===== src/rtl/uart_rx.sv =====
// 8N1 UART receiver: two-flop synchronizer, mid-bit sampling FSM, and a one-entry
// valid/ready holding register with single-cycle frame-error and overrun pulses.
module uart_rx #(
    parameter int CLKS_PER_BIT = 868,
    parameter int CNT_W        = 16
) (
    input  logic       i_clk,
    input  logic       i_rst,
    input  logic       i_uart_rx,
    output logic [7:0] o_data,
    output logic       o_valid,
    input  logic       i_ready,
    output logic       o_frame_err,
    output logic       o_overrun,
    output logic       o_busy
);

    typedef enum logic [2:0] {
        IDLE,
        START,
        DATA,
        STOP,
        BREAK
    } state_t;

    localparam logic [CNT_W-1:0] HALF_LAST = CNT_W'(CLKS_PER_BIT / 2 - 1);
    localparam logic [CNT_W-1:0] BIT_LAST  = CNT_W'(CLKS_PER_BIT - 1);

    state_t           state;
    state_t           state_next;
    logic [CNT_W-1:0] cnt;
    logic [CNT_W-1:0] cnt_next;
    logic [2:0]       bit_idx;
    logic [2:0]       bit_next;
    logic [7:0]       shreg;
    logic [7:0]       shreg_next;
    logic             rx_meta;
    logic             rx_s;
    logic             byte_done;
    logic             frame_err_set;

    // Synchronizer flops reset to the idle level so reset never fakes a start edge.
    always_ff @(posedge i_clk or negedge i_rst) begin
        if (!i_rst) begin
            rx_meta <= 1'b1;
            rx_s    <= 1'b1;
        end else begin
            rx_meta <= i_uart_rx;
            rx_s    <= rx_meta;
        end
    end

    always_ff @(posedge i_clk or negedge i_rst) begin
        if (!i_rst) begin
            state <= IDLE;
        end else begin
            state <= state_next;
        end
    end

    // The stop sample returns to IDLE at once so a back-to-back start edge is not missed.
    always_comb begin
        state_next    = state;
        cnt_next      = cnt + CNT_W'(1);
        bit_next      = bit_idx;
        shreg_next    = shreg;
        byte_done     = 1'b0;
        frame_err_set = 1'b0;
        case (state)
            IDLE: begin
                cnt_next = '0;
                bit_next = '0;
                if (!rx_s) begin
                    state_next = START;
                end
            end
            START: begin
                if (cnt == HALF_LAST) begin
                    cnt_next   = '0;
                    bit_next   = '0;
                    state_next = rx_s ? IDLE : DATA;
                end
            end
            DATA: begin
                if (cnt == BIT_LAST) begin
                    cnt_next   = '0;
                    shreg_next = {rx_s, shreg[7:1]};
                    if (bit_idx == 3'd7) begin
                        state_next = STOP;
                    end else begin
                        bit_next = bit_idx + 3'd1;
                    end
                end
            end
            STOP: begin
                if (cnt == BIT_LAST) begin
                    cnt_next = '0;
                    if (rx_s) begin
                        byte_done  = 1'b1;
                        state_next = IDLE;
                    end else begin
                        frame_err_set = 1'b1;
                        state_next    = BREAK;
                    end
                end
            end
            BREAK: begin
                cnt_next = '0;
                if (rx_s) begin
                    state_next = IDLE;
                end
            end
            default: begin
                cnt_next   = '0;
                state_next = IDLE;
            end
        endcase
    end

    // A completion while full is only accepted if the consumer drains in the same cycle.
    always_ff @(posedge i_clk or negedge i_rst) begin
        if (!i_rst) begin
            cnt         <= '0;
            bit_idx     <= '0;
            shreg       <= '0;
            o_data      <= '0;
            o_valid     <= 1'b0;
            o_frame_err <= 1'b0;
            o_overrun   <= 1'b0;
        end else begin
            cnt         <= cnt_next;
            bit_idx     <= bit_next;
            shreg       <= shreg_next;
            o_frame_err <= frame_err_set;
            o_overrun   <= 1'b0;
            if (byte_done) begin
                if (!o_valid || i_ready) begin
                    o_data  <= shreg;
                    o_valid <= 1'b1;
                end else begin
                    o_overrun <= 1'b1;
                end
            end else if (o_valid && i_ready) begin
                o_valid <= 1'b0;
            end
        end
    end

    assign o_busy = (state != IDLE);

endmodule


===== config.mk =====
export PLATFORM = sky130hd
export DESIGN_NAME = uart_rx
export DESIGN_NICKNAME = d
export VERILOG_FILES = /design/src/rtl/uart_rx.sv
export SDC_FILE = /design/constraint.sdc
export NUM_CORES = 1
export LEC_CHECK = 0
export CELL_PAD_IN_SITES_DETAIL_PLACEMENT = 0
export CELL_PAD_IN_SITES_GLOBAL_PLACEMENT = 1
export CORE_MARGIN = 5
export CORE_UTILIZATION = 44
export CTS_CLUSTER_DIAMETER = 100
export CTS_CLUSTER_SIZE = 16
export DETAILED_ROUTE_END_ITERATION = 16
export GPL_ROUTABILITY_DRIVEN = 1
export MAX_ROUTING_LAYER = met4
export PLACE_DENSITY = 0.74
export REMOVE_ABC_BUFFERS = 1
export SYNTH_ARGS = -nofsm -noshare
export SYNTH_HDL_FRONTEND = slang
export SYNTH_SLANG_ARGS = --single-unit

===== constraint.sdc =====
create_clock -name i_clk -period 5.1 [get_ports i_clk]
set_clock_uncertainty 0.05 [all_clocks]
set_input_delay 0.51 -clock i_clk [delete_from_list [all_inputs] [get_ports i_clk]]
set_output_delay 0.51 -clock i_clk [all_outputs]
set_load 0.1 [all_outputs]

==> results.md <==
- DR iter-0 viols: 27
- Crit path max fanout: 11
- Final Hold Fails: 0
- Crit-path max cell delay: 1120 ps
- WP data required: 4540 ps
- Pin count of the biggest net entering global routing: between 40 and 50
- Slew @ Worst Pin: 966 ps
- Pwr/cell area: 249 nW/µm²
- H-tree depth: 2
- Reg power frac: 60.5%
- RSZ-0062 raised after global routing: no
- Combinational power share: roughly 1.6%
- CP Capture Type: primary output
- Hold Crit Class: primary input to asynchronous set/reset pin
- Biggest area consumer among synthesized cells: dfrtp_1
- Asr flop ratio synth: 100%
- Die footprint: 6010 µm²
- Worst Setup SP: state[0]$_DFFE_PN0P_
- Area delta synth->final: 13.7%
- Setup CP Type: flip-flop to primary output
- Sequential fraction of the synthesis area: a little over half
- Final Power: 0.000567 W
- Status: finished clean
- WL final: 3.30 mm
- HPWL after detailed placement: 2.35 mm
- Routed via count: 1258
- Clock latency on the worst-skew pair: 290 ps
- First-pass DRT Iterations: 4
- Post-synthesis register bit count: 43
- WL/cell: 13.9 µm
- Psw: 0.000127 W
- Post-Syn Area: between 2000 and 2500 µm²
- IO Pins: 16
- Fmax: 366 MHz
- Syn Area/Cell: 11.9 µm²
- Clk root buf: clkbuf_8
- Initial antenna violation count: 0
- P_int: 0.000439 W
- Setup WS post-layout: 2370 ps
- Final setup viols: 0
- Total track usage: approximately an eighth
- Sw Share: about 22%
- CP max stage cell: clkdlybuf4s50_1
- Dominant synthesized flop cell: dfrtp_1
- First-pass GRT wire length: 5.97 mm
- Clock slew at reported path FFs: approximately 80 ps
- Port buffer count: 15
- Ranking of synthesized cells by area: dfrtp_1, mux2_2, nor2_1
- Remaining Overflow, GRT: 0
- Number of diodes: 0
- Gate Count Post-Synth: 168
- Max-slew violation count: 0
- DRC violations left: 0
- Die Wd: 77.5 µm
- Sum Neg Setup Slack: 0 ps
- Total clock buffers created by CTS: 5
- Routed Antenna Nets: 0
- GP Congestion: 0.819
- Period Utilization, post-route: 53.6%
- Nets@finish: around 190
- Max VDD drop: between 0.1 and 0.15 mV
- Post CTS Setup Buffer Count: 0
- Crit path launch type: flip-flop
- Place WS: between 2000 and 3000 ps
- Sequence of cells on the critical path: or3_1 -> clkdlybuf4s50_1
- Synth unique cells: 38
- Vias in the first global route: 1283
- Clk pwr share: 37.9%
- Fraction of layout cells with a size suffix above 1: 19.9%
- Final cell count without fillers: around 240
- Commonest non-fill, non-tap cells in the layout: dfrtp_1, nor2_1, mux2_2
- Area of the core: between 4000 and 5000 µm²
- Area share of the largest cell type after synthesis: between 50% and 60%
- Die height: 77.5 µm
- Post-DR vias/cell: 5.29
- Most common cell after layout, fill and taps aside: dfrtp_1
- Dpl cells: between 200 and 250
- CTS tree: done
- Worst reg2reg startpoint: cnt[0]$_DFF_PN0_
- Clock Sinks: 43
- Synthesis Warnings: 0
- Starting density of the core: 45.7%
- LEAKAGE: between 1 and 1.5 nW
- Post-synth EDFFs: 0
- Worst EP arrival: ~2200 ps
- Post-cts resize count: 0
- # hold bufs at CTS: 0
- Row count: 24
- Final core occ: 52.0%
- Normalized max-slew margin: a little over a third
- Longest Clk Path Bufs: 2
- Post-layout min period: 2730 ps
- Max cap viols: 0
[Yosys cell counts (all sizes together), types with 2 or more instances]
| cell | number |
|---|---|
| nand2 | 12 |
| dfrtp | 41 |
| nor2b | 2 |
| nand2b | 2 |
| nor2 | 28 |
| nand4 | 3 |
| nor4 | 2 |
| ha | 4 |
| buf | 3 |
| nand3 | 9 |
| mux2 | 17 |
| dfstp | 2 |
| or3 | 2 |
| and3 | 2 |
| a22o | 2 |
| clkbuf | 2 |
| xor2 | 6 |
| a21oi | 3 |
| nor3 | 3 |
| xnor2 | 9 |
| and4 | 4 |
| nor3b | 2 |
[final timing paths]
check / to / slack [ps] / cells past startpoint
min reg2reg: rx_s$_DFF_PN1_ / 310 / 0
max reg2reg: shreg[1]$_DFFE_PN0P_ / 3000 / 5
min: bit_idx[2]$_DFFE_PN0P_ / 290 / 1
max in group asynchronous: cnt[2]$_DFF_PN0_ / 4130 / 1
max: o_busy / 2370 / 2
min in group i_clk: rx_s$_DFF_PN1_ / 310 / 0
[state kept, by name (all words and copies together), names as in the netlist, 3 cells and up]
register and flops:
cnt 16, shreg 8, state 3, bit_idx 3
o_data 8
[cell families after synthesis]
family                   after synthesis  share of synthesized area [%]
AND/OR/NAND/NOR                       74                           22.7
flip-flops                            43                           53.8
multiplexers                          17                           9.54
XOR/XNOR                              15                           6.55
AO/OA/AOI/OAI                          9                           3.49
buffers and inverters                  6                           1.43
adder cells (fa/ha/maj)                4                           2.50
[power groups by stage]
stage / sequential (W) / combinational, W / clock (W)
2_1_floorplan: 0.000350 / 0.000000939 / 0
3_3_place_gp: 0.000350 / 0.00000937 / 0
3_5_place_dp: 0.000350 / 0.00000958 / 0
4_1_cts: 0.000343 / 0.00000956 / 0.000224
5_1_grt: 0.000343 / 0.0000108 / 0.000235
6_report: 0.000343 / 0.00000886 / 0.000215
[metal layers]
metal  share of wire, %  vias up  global-route usage, %
li1                   -      617                      -
met5                  0        -                      -
met4                1.8        0                   5.67
met1                 47      606                   15.0
met2                 47       28                   19.7
met3                4.4        7                   3.13
[cell type report]
type | instances | area (µm²)
multi-input combinational | 119 | 898
sequential | 43 | 1080
tap | 52 | 65.1
clock inverter | 3 | 20.0
clock buffer | 5 | 68.8
timing repair buffer | 15 | 145
inverter | 1 | 3.75
fill | 409 | 2100
[worst max-delay path: cells and delay by family, from the launching register on]
family | cells | cell delay [ps]
buffers and inverters | 1 | 1120
flip-flops | 1 | 590
AND/OR/NAND/NOR | 1 | 170
[per-stage QoR]
step                      instance area (µm²)  hold slack, ps
after global routing                     2280             317
after global placement                   2190             298
final                                    2280             293
after CTS                                2280             310
after floorplan                          1980             164
after detailed placement                 2190             298
Note: power is estimated with default switching activity, not from simulation.
